`src/rtl/opl_exp_sched.sv`:
```
// Shared exp-LUT scheduler: round-robin arbitration of log-domain operator
// requests into one registered LUT, producing id-tagged signed linear samples.
package opl_exp_sched_pkg;
  localparam int unsigned REQ_W     = 13;
  localparam int unsigned ATT_W     = 12;
  localparam int unsigned LUT_IN_W  = 8;
  localparam int unsigned LUT_OUT_W = 10;
  localparam int unsigned SH_W      = 4;
  localparam int unsigned MAG_W     = 12;
  localparam int unsigned RES_W     = 13;

  typedef struct packed {
    logic             sign;
    logic [ATT_W-1:0] att;
  } opl_req_t;
endpackage

module opl_exp_sched
  import opl_exp_sched_pkg::*;
#(
  parameter int unsigned NUM_REQ = 4,
  parameter int unsigned ID_W    = 2
) (
  input  logic                     clk,
  input  logic                     rst_n,
  input  logic [NUM_REQ-1:0]       req_valid,
  output logic [NUM_REQ-1:0]       req_ready,
  input  logic [NUM_REQ*REQ_W-1:0] req_data,
  output logic [LUT_IN_W-1:0]      lut_in,
  input  logic [LUT_OUT_W-1:0]     lut_out,
  output logic                     res_valid,
  output logic [ID_W-1:0]          res_id,
  output logic [RES_W-1:0]         res_data,
  output logic                     busy
);

  typedef struct packed {
    logic            vld;
    logic [ID_W-1:0] id;
    logic            sign;
    logic [SH_W-1:0] sh;
  } stage_t;

  logic [ID_W-1:0]     ptr_q, ptr_d;
  logic [LUT_IN_W-1:0] lut_in_q, lut_in_d;
  stage_t              s1_q, s1_d;
  stage_t              s2_q, s2_d;
  logic                res_valid_q, res_valid_d;
  logic [ID_W-1:0]     res_id_q, res_id_d;
  logic [RES_W-1:0]    res_data_q, res_data_d;

  logic                grant_vld;
  logic [ID_W-1:0]     grant_idx;
  logic                hi_hit, lo_hit;
  logic [ID_W-1:0]     hi_idx, lo_idx;
  logic                accept;
  opl_req_t            sel_req;
  logic [MAG_W-1:0]    mag;

  // Round-robin: lowest valid index above ptr wins, else lowest valid at or below ptr.
  always_comb begin
    hi_hit = 1'b0;
    lo_hit = 1'b0;
    hi_idx = '0;
    lo_idx = '0;
    for (int unsigned i = 0; i < NUM_REQ; i++) begin
      if (req_valid[i]) begin
        if (ID_W'(i) > ptr_q) begin
          if (!hi_hit) begin
            hi_hit = 1'b1;
            hi_idx = ID_W'(i);
          end
        end else if (!lo_hit) begin
          lo_hit = 1'b1;
          lo_idx = ID_W'(i);
        end
      end
    end
    grant_vld = hi_hit | lo_hit;
    grant_idx = hi_hit ? hi_idx : lo_idx;
  end

  assign accept = grant_vld & rst_n;

  // Grant decode and request payload mux.
  always_comb begin
    req_ready = '0;
    sel_req   = '0;
    for (int unsigned i = 0; i < NUM_REQ; i++) begin
      if (grant_idx == ID_W'(i)) begin
        req_ready[i] = accept;
        sel_req      = opl_req_t'(req_data[REQ_W*i +: REQ_W]);
      end
    end
  end

  always_comb begin
    ptr_d       = ptr_q;
    lut_in_d    = lut_in_q;
    s1_d        = s1_q;
    s1_d.vld    = 1'b0;
    res_id_d    = res_id_q;
    res_data_d  = res_data_q;

    if (accept) begin
      ptr_d     = grant_idx;
      lut_in_d  = ~sel_req.att[LUT_IN_W-1:0];
      s1_d.vld  = 1'b1;
      s1_d.id   = grant_idx;
      s1_d.sign = sel_req.sign;
      s1_d.sh   = sel_req.att[ATT_W-1 -: SH_W];
    end

    // The LUT registers lut_in alongside this stage, so s2 lines up with lut_out.
    s2_d = s1_q;

    // Implicit leading one, scaled by 2, then attenuated by the octave shift.
    mag         = MAG_W'({1'b1, lut_out, 1'b0}) >> s2_q.sh;
    res_valid_d = s2_q.vld;
    if (s2_q.vld) begin
      res_id_d   = s2_q.id;
      res_data_d = s2_q.sign ? ~{1'b0, mag} : {1'b0, mag};
    end
  end

  always_ff @(posedge clk or negedge rst_n) begin
    if (!rst_n) begin
      ptr_q       <= ID_W'(NUM_REQ - 1);
      lut_in_q    <= '0;
      s1_q        <= '0;
      s2_q        <= '0;
      res_valid_q <= 1'b0;
      res_id_q    <= '0;
      res_data_q  <= '0;
    end else begin
      ptr_q       <= ptr_d;
      lut_in_q    <= lut_in_d;
      s1_q        <= s1_d;
      s2_q        <= s2_d;
      res_valid_q <= res_valid_d;
      res_id_q    <= res_id_d;
      res_data_q  <= res_data_d;
    end
  end

  assign lut_in    = lut_in_q;
  assign res_valid = res_valid_q;
  assign res_id    = res_id_q;
  assign res_data  = res_data_q;
  assign busy      = s1_q.vld | s2_q.vld | res_valid_q;

endmodule
```
`config.mk`:
```
export PLATFORM = sky130hd
export DESIGN_NAME = opl_exp_sched
export DESIGN_NICKNAME = d
export VERILOG_FILES = /design/src/rtl/opl_exp_sched.sv
export SDC_FILE = /design/constraint.sdc
export NUM_CORES = 1
export LEC_CHECK = 0
export ABC_AREA = 1
export CORE_ASPECT_RATIO = 0.75
export CORE_MARGIN = 5
export CORE_UTILIZATION = 27
export CTS_CLUSTER_SIZE = 30
export DETAILED_ROUTE_END_ITERATION = 8
export GPL_TIMING_DRIVEN = 0
export RECOVER_POWER = 100
export SKIP_CTS_REPAIR_TIMING = 1
export SLEW_MARGIN = 20
export SYNTH_ARGS = -nofsm -noshare
export SYNTH_HDL_FRONTEND = slang
export SYNTH_SLANG_ARGS = --single-unit
```
`constraint.sdc`:
```
create_clock -name clk -period 1.5 [get_ports clk]
set_input_delay 0.15 -clock clk [delete_from_list [all_inputs] [get_ports clk]]
set_output_delay 0.15 -clock clk [all_outputs]
set_load 0.005 [all_outputs]
```
# [Word-level counts from Yosys, hierarchy flattened]
# Cells that the tools add are included.
[totals] regBits=42 input_bits=68 word_cells=73
[op_classes] magnitude_cmp=4 eq_ne=3 n_shift=1 n_mux=45 bitwise_logic=6 reduce_logical=1
[op_table] op="13-bit two-way mux" count=5
[op_table] op="1-bit two-way mux" count=26
[op_table] op="2-bit two-way mux" count=13
[op_table] op="12-bit NOT with 13-bit output" count=1
[op_table] op="12-bit by 4-bit right shift with 12-bit output" count=1
[op_table] op="8-bit two-way mux" count=1
[op_table] op="8-bit NOT" count=1
[op_table] op="2-bit equality test, second input constant" count=2
[op_table] op="1-bit by 2-bit greater-than comparator with 1-bit output, first input constant" count=2
[op_table] op="2-bit greater-than comparator, first input constant" count=2
[op_table] op="1-bit bitwise OR" count=3
[op_table] op="2-bit by 1-bit equality test with 1-bit output, second input constant" count=1
[op_table] op="2-bit zero test" count=1
[op_table] op="1-bit AND" count=1

# [Logic depth before layout (Yosys ltp)]
# Gate-level depths: netlist of the first run.
[logic_depth] ltp_word=19 mapped_depth=13 mapped_depth_nobuf=12

# [Worst setup path before layout of the first run]
# Ideal clock, no wire load.
[synth_timing] path_kind="reg2reg" start="reg ptr_q[1]" end="reg lut_in_q[5] (netlist: lut_in[5])" setup_time_ps=116 arrival_time_ps=1475 required_ps=1384 slack_ps=-92 stages_incl_launch_ff=13 n_path_buf=1 path_cell_list="dfstp_2 > inv_2 > a21oi_2 > nand2_2 > nor2_4 > nand2_1 > nand2_2 > clkbuf_4 > nand3_1 > nand2_1 > inv_1 > nand2_1 > nand2_1"
[synth_via] elab_chain_len=19 elab_cells_between_ends=50
[synth_rtl] element="start: declaration" line_no="44" rtl="logic [ID_W-1:0] ptr_q, ptr_d;"
[synth_rtl] element="start signal: assignment" line_no="128" rtl="ptr_q <= ID_W'(NUM_REQ - 1);"
[synth_rtl] element="start signal: assignment" line_no="136" rtl="ptr_q <= ptr_d;"
[synth_rtl] element="1-bit by 2-bit greater-than comparator with 1-bit output" line_no="68" rtl="if (ID_W'(i) > ptr_q) begin"
[synth_rtl] element="1-bit two-way mux" line_no="68"
[synth_rtl] element="1-bit two-way mux" line_no="67" rtl="if (req_valid[i]) begin"
[synth_rtl] element="1-bit two-way mux (on tied branches)" line_no="73, 69"
[synth_rtl] element="1-bit two-way mux" line_no="68"
[synth_rtl] element="1-bit two-way mux" line_no="67"
[synth_rtl] element="2-bit two-way mux (on tied branches)" line_no="73, 69"
[synth_rtl] element="2-bit two-way mux" line_no="68"
[synth_rtl] element="2-bit two-way mux" line_no="67"
[synth_rtl] element="2-bit two-way mux (on tied branches)" line_no="73, 69"
[synth_rtl] element="2-bit two-way mux" line_no="68"
[synth_rtl] element="2-bit two-way mux" line_no="67"
[synth_rtl] element="2-bit two-way mux" line_no="80" rtl="grant_idx = hi_hit ? hi_idx : lo_idx;"
[synth_rtl] element="2-bit zero test" line_no="90" rtl="if (grant_idx == ID_W'(i)) begin"
[synth_rtl] element="13-bit two-way mux (4 in series)" line_no="90"
[synth_rtl] element="8-bit NOT" line_no="107" rtl="lut_in_d = ~sel_req.att[LUT_IN_W-1:0];"
[synth_rtl] element="end signal: assignment" line_no="137" rtl="lut_in_q <= lut_in_d;"
[synth_rtl] element="end: declaration" line_no="45" rtl="logic [LUT_IN_W-1:0] lut_in_q, lut_in_d;"
# Parallel ways exist; a longest one is shown, timed or not.
# A chain may end at the register's enable or synchronous reset.

# [Final worst setup path of the first run]
[layout_timing] start="reg ptr_q[1]" end="out req_ready[2]"
[layout_via] elab_cells_between_ends=43
[layout_rtl] element="1-bit by 2-bit greater-than comparator with 1-bit output" line_no="68"
[layout_rtl] element="1-bit two-way mux" line_no="68"
[layout_rtl] element="1-bit two-way mux" line_no="67"
[layout_rtl] element="1-bit two-way mux" line_no="68"
[layout_rtl] element="1-bit two-way mux" line_no="67"
[layout_rtl] element="1-bit two-way mux" line_no="68"
[layout_rtl] element="1-bit two-way mux" line_no="67"
[layout_rtl] element="1-bit two-way mux" line_no="68"
[layout_rtl] element="1-bit two-way mux" line_no="67"
[layout_rtl] element="1-bit bitwise OR *" line_no="79" rtl="grant_vld = hi_hit | lo_hit;"
[layout_rtl] element="1-bit AND *" line_no="83" rtl="assign accept = grant_vld & rst_n;"
[layout_rtl] element="net accept" line_no="56" rtl="logic accept;"
[layout_rtl] element="1-bit two-way mux *" line_no="90"
[layout_rtl] element="end: declaration" line_no="27" rtl="output logic [NUM_REQ-1:0] req_ready,"
# Mark *: on every way through the listed nets, which the timed path passes. The rest lies on a longest branch.

==> out/qor.csv, run 1 <==
stage;metric;value;unit
floorplanning;rows;31;
setup_path;path_delay_family;flip-flops;
setup_path;r2r-start;ptr_q[1]$_DFFE_PN1P_;
floorplanning;fp.dieArea;0.0118;mm²
timing;setup_viol;22;
yosys;ys_async_sr_fraction;100;%
timing;tns;-7.94;ns
yosys;synth_enable_flop_cells;0;
setup_path;crit_type;reg -> out;
setup_path;end_kind;output port;
power;leakage;2.14;nW
clock_tree;htreeDepth;2;
place;dpl_cell_area;0.00377;mm²
setup_path;r2r-end;s1_q[1]$_DFFE_PN0P_;
route;vias;2922;
route;first_pass_iters;4;
timing;holdWs;0.371;ns
power;powerDensity;1530;mW/mm²
clock_tree;numCtsBuffers;5;
global_routing;grt_max_degree;29;
yosys;synth_flop_cell;dfrtp_1;
layout;finish.instance_area;0.00442;mm²
floorplanning;fp.dieW;124;µm
setup_path;slowest_stage;dfstp_2;
run_status;status;finished with violations;
route;drtIter0Drc;84;
timing;finalHoldViolCount;0;
route;drc;0;
floorplanning;initial_core_util;27.4;%
yosys;yosys.cell_count.top_type;nand2_1;
layout;drive_gt1_share;22.6;%
flow_run;maxCapViolCount;0;
global_routing;grt_pass1_wl;13000;µm
timing;finalCritPeriodShare;139;%
setup_path;cp_slowest_stage_delay;0.60;ns
hold_path;min_path_cells;0;
setup_path;arrival;1.94;ns
layout;final_net_count;590;
route;wirelength;8690;µm
yosys;synth_seq_cells;42;
timing;max_freq;478;MHz
clock_tree;cts_root_buf;clkbuf_16;
route;ant_nets;0;
yosys;yosysUniqueCellTypes;31;
power;max-vdd-ir-drop;0.566;mV
hold_path;hold_class;reg -> reg;
power;p_total;6.75;mW
floorplanning;core_area;0.00954;mm²
place;dp_cells;616;
timing;slew_violations;0;
yosys;netlist_instances;387;
route;viasPerCell;4.46;
global_routing;grt_antenna_before_repair;0;
layout;layout.cells.non_filler;655;
yosys;synthTopCellsByArea;dfrtp_1 (38%), nand2_1 (24%), nand3_1 (7.8%);
yosys;yosysWarnings;0;
yosys;synthTopCellsByCount;nand2_1 (164), nand3_1 (41), dfrtp_1 (40);
timing;worst_pin_slew;0.662;ns
place;io_buffers;96;
setup_path;reg2regPathDepth;13;
yosys;synth.top_cell.area_share;38.3;%
setup_path;cp-start-kind;register;
yosys;syn-num-nets;455;
timing;fin_ws;-0.592;ns
hold_path;hold_start;s1_q[7]$_DFF_PN0_;
yosys;netlist_area;0.00262;mm²
global_routing;grt_pass1_vias;2723;
clock_tree;cts_sinks;42;
clock_tree;clock_latency;0.28;ns
route;wl_per_cell;13.3;µm
floorplanning;dieHeight;95.2;µm
global_routing;grt-ovfl-total;0;
timing;finalClockSkew;0.00596;ns
layout;syn2layout_area_growth;69.1;%
yosys;yosys.area.top_type;dfrtp_1;
setup_path;crit_buf_inv;4;
timing;min_period;2.09;ns
place;hpwlAfterDp;6370;µm
setup_path;critical_path.max_fanout;6;
global_routing;grt_use_total;14.0;%
setup_path;worst_ep_required_time;1.35;ns
timing;relSlewSlack;55.7;%
place;place_worst_setup_slack;-0.906;ns
clock_tree;clk_pin_slew;0.06;ns
floorplanning;ioPinCount;97;
hold_path;worstHoldEndpoint;res_valid_d$_DFF_PN0_;
layout;diodes;0;
place;gp_congestion;0.876;
yosys;ys_seq_area_share;40.3;%
timing;rsz0062_at_grt;true;
run_status;violations;negative setup slack;
setup_path;r2r_slack;-0.41;ns
setup_path;crit_chain;inv_2 > a21oi_2 > nand2_2 > nor2_4 > nand2_2 > nand2_4 > inv_8 > buf_8 > nand2_4 > nor2_2 > clkbuf_2;
clock_tree;clock_path_buffers;2;
clock_tree;cts_tree;built;
layout;post-route-util;46.3;%
yosys;syn_avg_cell_area;6.76;µm²
==> worst max path at each step <==
stage | start | to | cells past startpoint
after floorplan | ptr_q[1]$_DFFE_PN1P_ | lut_in[5]$_DFFE_PN0P_ | 12
after global placement | rst_n | req_ready[2] | 7
after detailed placement | req_valid[3] | req_ready[1] | 9
after CTS | ptr_q[1]$_DFFE_PN1P_ | req_ready[2] | 10
after global routing | ptr_q[1]$_DFFE_PN1P_ | req_ready[2] | 11
final | ptr_q[1]$_DFFE_PN1P_ | req_ready[2] | 11
==> worst reg2reg max path, stage by stage (launching register included) <==
cell and delay [ns]:
dfstp_2 0.60, inv_2 0.07, a21oi_2 0.15, nand2_2 0.10, nor2_4 0.14, nand2_2 0.08, nand2_4 0.09, buf_6 0.13
nand2_8 0.06, buf_6 0.12, o21ai_2 0.10, inv_1 0.05, nand2_1 0.06, nand2_1 0.05
==> routing by layer <==
metal	vias to the layer above	track usage, %	part of all wire, %
met5	-	0	0
met4	0	4.42	1.6
met3	14	5.28	8.3
met2	103	21.8	46
met1	1302	18.0	45
li1	1503	-	-
==> power by group <==
| group | internal, mW | switching (mW) | total, mW |
|---|---|---|---|
| Combinational | 1.71 | 1.98 | 3.69 |
| Clock | 0.787 | 0.423 | 1.21 |
| Sequential | 1.58 | 0.269 | 1.85 |
==> area by class of cell <==
class | count | area [µm²]
multi-input cells | 288 | 1520
clock inverters | 1 | 30.0
plain buffers | 13 | 125
well taps | 132 | 165
repair buffers | 130 | 1220
clock buffers | 7 | 133
flip-flops and latches | 42 | 1060
fillers | 995 | 5120
inverters | 42 | 170
==> sequential cells by signal, indices dropped and copies added, names as in the netlist <==
signal	flops
s1_q	8
s2_q	7
res_valid	1
res_valid_d	1
lut_in	8
res_id	2
ptr_q	2
res_data	13
==> cell usage in the layout (no fill, tap or decap), drive strengths merged <==
cell,instances
clkbuf,19
buf,37
dfrtp,40
bufinv,1
dfstp,2
nor3,1
o21ai,36
nand2,169
a21oi,4
or2,4
nand3b,1
inv,40
or3,1
dlygate4sd3,26
dlymetal6s2s,1
o311ai,1
clkinv,2
nand3,43
clkdlybuf4s25,1
and2,1
o211ai,9
clkdlybuf4s50,66
a22oi,2
nor2,16
==> cell families after synthesis <==
group	share of synthesized area, %
AOI/OAI and AO/OA	11.4
DFF	40.3
buffers and inverters	9.86
and+or+nand+nor	38.4
Power figures use the tool's default switching activity.
==> inputs of run 2 (changes only) <==
--- a/config.mk
+++ b/config.mk
@@ -13,6 +13,7 @@
 export DETAILED_ROUTE_END_ITERATION = 8
 export GPL_TIMING_DRIVEN = 0
 export RECOVER_POWER = 100
+export SETUP_SLACK_MARGIN = 0.3
 export SKIP_CTS_REPAIR_TIMING = 1
 export SLEW_MARGIN = 20
 export SYNTH_ARGS = -nofsm -noshare
==> out/qor.csv, run 2 (synthesis gave the netlist of run 1 again) <==
stage;metric;value;unit
run_status;status;finished with violations;
run_status;violations;negative hold slack, negative setup slack;
floorplanning;fp.dieArea;0.0118;mm²
power;max-vdd-ir-drop;0.566;mV
timing;max_freq;468;MHz
route;wl_per_cell;13.9;µm
setup_path;r2r-start;ptr_q[1]$_DFFE_PN1P_;
global_routing;grt_pass1_wl;13900;µm
clock_tree;htreeDepth;2;
clock_tree;cts_tree;built;
layout;final_net_count;592;
place;place_worst_setup_slack;-0.937;ns
power;p_total;6.89;mW
hold_path;hold_class;in -> async;
timing;holdWs;-0.171;ns
layout;largest_reg_flops;13;
power;powerDensity;1560;mW/mm²
floorplanning;rows;31;
route;vias;3011;
route;ant_nets;0;
layout;mostFrequentLayoutCells;nand2_1 (150), clkdlybuf4s50_1 (66), dfrtp_1 (38);
power;leakage;2.14;nW
layout;final_common_cell;nand2_1;
setup_path;crit_type;reg -> out;
route;viasPerCell;4.58;
timing;worst_pin_slew;0.523;ns
timing;finalHoldViolCount;20;
clock_tree;clock_latency;0.28;ns
setup_path;reg2regPathDepth;11;
clock_tree;cts_sinks;42;
setup_path;worst_ep_required_time;1.35;ns
global_routing;grt-ovfl-total;0;
timing;finalCritPeriodShare;142;%
setup_path;arrival;1.99;ns
global_routing;grt_max_degree;24;
clock_tree;cts_root_buf;clkbuf_16;
layout;drive_gt1_share;24.0;%
global_routing;grt_use_total;14.9;%
timing;rsz0062_at_grt;true;
floorplanning;fp.dieW;124;µm
timing;fin_ws;-0.636;ns
route;drc;0;
place;hpwlAfterDp;6610;µm
global_routing;grt_antenna_before_repair;0;
route;first_pass_iters;4;
setup_path;cp-start-kind;register;
setup_path;r2r_slack;-0.49;ns
setup_path;critical_path.max_fanout;8;
route;wirelength;9140;µm
layout;post-route-util;46.3;%
floorplanning;initial_core_util;27.4;%
flow_run;maxCapViolCount;0;
timing;slew_violations;0;
clock_tree;numCtsBuffers;5;
layout;diodes;0;
clock_tree;clock_path_buffers;2;
timing;min_period;2.14;ns
timing;finalClockSkew;0.00341;ns
place;io_buffers;96;
setup_path;r2r-end;lut_in[0]$_DFFE_PN0P_;
floorplanning;core_area;0.00954;mm²
place;gp_congestion;0.875;
global_routing;grt_pass1_vias;2959;
floorplanning;ioPinCount;97;
route;drtIter0Drc;152;
layout;syn2layout_area_growth;68.9;%
clock_tree;clk_pin_slew;0.06;ns
floorplanning;dieHeight;95.2;µm
timing;setup_viol;25;
timing;relSlewSlack;65.1;%
setup_path;end_kind;output port;
-- run 2: worst max path at each step --
stage / from / to / cells past startpoint
2_1_floorplan: ptr_q[1]$_DFFE_PN1P_ / lut_in[5]$_DFFE_PN0P_ / 12
3_3_place_gp: rst_n / req_ready[2] / 7
3_5_place_dp: req_valid[3] / req_ready[1] / 9
4_1_cts: ptr_q[1]$_DFFE_PN1P_ / req_ready[2] / 10
5_1_grt: ptr_q[1]$_DFFE_PN1P_ / req_ready[2] / 11
6_report: ptr_q[1]$_DFFE_PN1P_ / req_ready[2] / 11
-- run 2: final cells by class --
type | instances | area (µm²)
Fill cell | 983 | 5120
Clock inverter | 3 | 43.8
Multi-Input combinational cell | 288 | 1500
Buffer | 15 | 151
Tap cell | 132 | 165
Clock buffer | 5 | 125
Timing Repair inverter | 1 | 5.00
Inverter | 42 | 171
Timing Repair Buffer | 129 | 1200
Sequential cell | 42 | 1060
-- run 2: through the flow --
stage | setup TNS (ns) | instances | area (µm²)
final | -9.18 | 657 | 4420
after global routing | -11.90 | 657 | 4420
after CTS | -10.81 | 624 | 3970
after detailed placement | -11.77 | 616 | 3800
after global placement | -74.45 | 615 | 3780
after floorplan | -0.864 | 387 | 2660
-- run 2: worst max-delay path, cell delays in order (launching register included) --
cell and delay [ns]:
dfstp_2 0.60, inv_2 0.07, a21oi_2 0.15, nand2_2 0.09
nor2_4 0.15, nand2_2 0.08, nand2_4 0.13, inv_8 0.05
buf_12 0.13, nand2_4 0.07, nor2_1 0.04, buf_2 0.13
-- run 2: layer usage --
layer | vias to the layer above | global-route usage [%] | part of all wire, %
met5 | - | 0 | 0
met4 | 0 | 3.69 | 1.2
met3 | 11 | 5.63 | 9.0
met2 | 102 | 24.9 | 48
met1 | 1389 | 18.1 | 42
li1 | 1509 | - | -
-- run 2: where the power goes --
part           internal [mW]  total, mW  switching (mW)
sequential              1.58       1.85           0.271
combinational           1.75       3.77            2.03
clock                  0.789       1.27           0.477
==> inputs of run 3 (changes only) <==
--- a/config.mk
+++ b/config.mk
@@ -6,14 +6,18 @@
 export NUM_CORES = 1
 export LEC_CHECK = 0
 export ABC_AREA = 1
+export CELL_PAD_IN_SITES_DETAIL_PLACEMENT = 1
+export CELL_PAD_IN_SITES_GLOBAL_PLACEMENT = 1
 export CORE_ASPECT_RATIO = 0.75
 export CORE_MARGIN = 5
 export CORE_UTILIZATION = 27
 export CTS_CLUSTER_SIZE = 30
 export DETAILED_ROUTE_END_ITERATION = 8
 export GPL_TIMING_DRIVEN = 0
+export HOLD_SLACK_MARGIN = 0.06
+export PLACE_DENSITY_LB_ADDON = 0.1
 export RECOVER_POWER = 100
-export SETUP_SLACK_MARGIN = 0.3
+export SETUP_SLACK_MARGIN = 0.15
 export SKIP_CTS_REPAIR_TIMING = 1
 export SLEW_MARGIN = 20
 export SYNTH_ARGS = -nofsm -noshare
==> out/qor.csv, run 3 (synthesis gave the netlist of run 1 again) <==
stage;metric;value;unit
clock_tree;cts_root_buf;clkbuf_16;
setup_path;reg2regPathDepth;12;
timing;finalCritPeriodShare;141;%
timing;fin_ws;-0.613;ns
route;first_pass_iters;4;
hold_path;hold_start;rst_n;
setup_path;arrival;1.96;ns
hold_path;hold_class;in -> reg;
run_status;status;finished with violations;
power;p_seq_share;25.8;%
timing;worst_pin_slew;0.737;ns
route;viasPerCell;4.53;
timing;min_period;2.11;ns
route;ant_nets;0;
global_routing;grt-ovfl-total;0;
clock_tree;cts_sinks;42;
layout;largest_reg_flops;13;
global_routing;global_route.usage.met1;23.2;%
layout;syn2layout_area_growth;71.9;%
setup_path;r2r_slack;-0.53;ns
global_routing;grt_use_total;16.1;%
clock_tree;clock_path_buffers;2;
global_routing;grt_use_met3;4.03;%
setup_path;cp-start-kind;register;
floorplanning;ioPinCount;97;
layout;fill_cells;1199;
power;max-vdd-ir-drop;0.583;mV
global_routing;grt_max_degree;29;
floorplanning;fp.dieW;124;µm
setup_path;startpoint;ptr_q[1]$_DFFE_PN1P_;
setup_path;r2r-end;lut_in[6]$_DFFE_PN0P_;
route;wl_per_cell;14.8;µm
global_routing;grt_busiest_layer;met2;
timing;finalHoldViolCount;0;
layout;drive_gt1_share;25.8;%
hold_path;min_path_cells;4;
layout;multi_input_area;0.00158;mm²
place;place_worst_setup_slack;-0.957;ns
timing;max_freq;473;MHz
floorplanning;initial_core_util;27.4;%
place;io_buffers;96;
global_routing;grt_pass1_vias;2994;
layout;ff_latch_area;0.00105;mm²
floorplanning;fp.dieArea;0.0118;mm²
setup_path;crit_type;reg -> out;
setup_path;r2r-start;ptr_q[1]$_DFFE_PN1P_;
place;hpwlAfterDp;7290;µm
layout;final_common_cell;nand2_1;
setup_path;end_kind;output port;
global_routing;met2_usage;25.0;%
floorplanning;core_area;0.00954;mm²
route;drc;0;
place;gp_congestion;0.826;
route;drtIter0Drc;106;
clock_tree;numCtsBuffers;5;
power;power_frac_clock;15.1;%
global_routing;grt_antenna_before_repair;0;
clock_tree;clk_pin_slew;0.06;ns
run_status;violations;negative setup slack;
power;switchingPower;2.93;mW
clock_tree;clock_latency;0.29;ns
floorplanning;rows;31;
power;power_frac_comb;59.1;%
power;powerDensity;1580;mW/mm²
clock_tree;cts_tree;built;
layout;final_net_count;590;
setup_path;worst_ep_required_time;1.35;ns
layout;diodes;0;
layout;mostFrequentLayoutCells;nand2_1 (141), clkdlybuf4s50_1 (86), dfrtp_1 (39);
clock_tree;htreeDepth;2;
power;leakage;2.18;nW
route;wirelength;9710;µm
power;p_int;4.17;mW
hold_path;worstHoldEndpoint;lut_in[7]$_DFFE_PN0P_;
setup_path;critical_path.max_fanout;7;
floorplanning;dieHeight;95.2;µm
timing;rsz0062_at_grt;true;
timing;setup_viol;24;
power;switching_share;41.3;%
flow_run;maxCapViolCount;0;
timing;slew_violations;0;
timing;tns;-9.46;ns
route;vias;2965;
global_routing;grt_pass1_wl;14800;µm
timing;finalClockSkew;0.00486;ns
timing;relSlewSlack;50.7;%
[run 3: changes by cell type in the layout (fill, tap and decap cells not counted), sizes merged]
cell,before,now
clkdlybuf4s25,24,0
dlymetal6s2s,1,4
clkdlybuf4s50,66,86
clkinv,4,3
dlygate4sd3,0,2
bufinv,1,0
inv,40,42
buf,46,44
clkinvlp,1,0
[run 3: metrics by stage]
step                power [mW]  hold WS (ns)  utilization (%)  cell area (µm²)  cells
global route              7.70         0.294             47.1             4490    655
finish                    7.10         0.273             47.1             4490    655
global placement          4.97         0.356             39.5             3770    615
detailed placement        5.05         0.123             39.7             3790    616
CTS                       6.16        -0.183             41.2             3930    624
floorplan                 3.62        -0.146                -             2650    387
[run 3: area by class of cell]
type / instances / share of cell area [%]
Tap cell: 132 / 3.67
Timing Repair Buffer: 127 / 27.2
Buffer: 15 / 3.31
Inverter: 42 / 3.90
Clock inverter: 2 / 0.306
Sequential cell: 42 / 23.5
Timing Repair inverter: 1 / 0.139
Clock buffer: 6 / 2.87
Multi-Input combinational cell: 288 / 35.2
[run 3: worst max path at each step]
stage | end | depth (start not counted)
after floorplan | lut_in[5]$_DFFE_PN0P_ | 12
after global placement | req_ready[1] | 7
after detailed placement | req_ready[1] | 9
after CTS | req_ready[1] | 10
after global routing | req_ready[0] | 10
final | req_ready[2] | 12
[run 3: critical path, cell delays in order, from the launching register on]
cell and delay, ns:
dfstp_2 0.55, buf_6 0.10, inv_4 0.03, a21oi_2 0.14, nand2_2 0.10, nor2_4 0.15, nand2_2 0.08, nand2_4 0.14
inv_8 0.04, buf_12 0.13, nand2_4 0.06, nor2_2 0.04, clkbuf_2 0.11
[run 3: power by group through the flow]
stage	logic, mW	registers (mW)	clock network [mW]
after global routing	4.65	1.90	1.16
after CTS	3.21	1.84	1.10
final	4.20	1.83	1.07
after global placement	3.13	1.84	0
after floorplan	1.80	1.82	0
after detailed placement	3.20	1.85	0
[run 3: routing by layer]
layer	wire, µm	share of wire [%]	up-vias
li1	-	-	1497
met2	4570	47	66
met3	434	4.5	2
met4	13	0.13	0
met5	0	0	-
met1	4690	48	1400
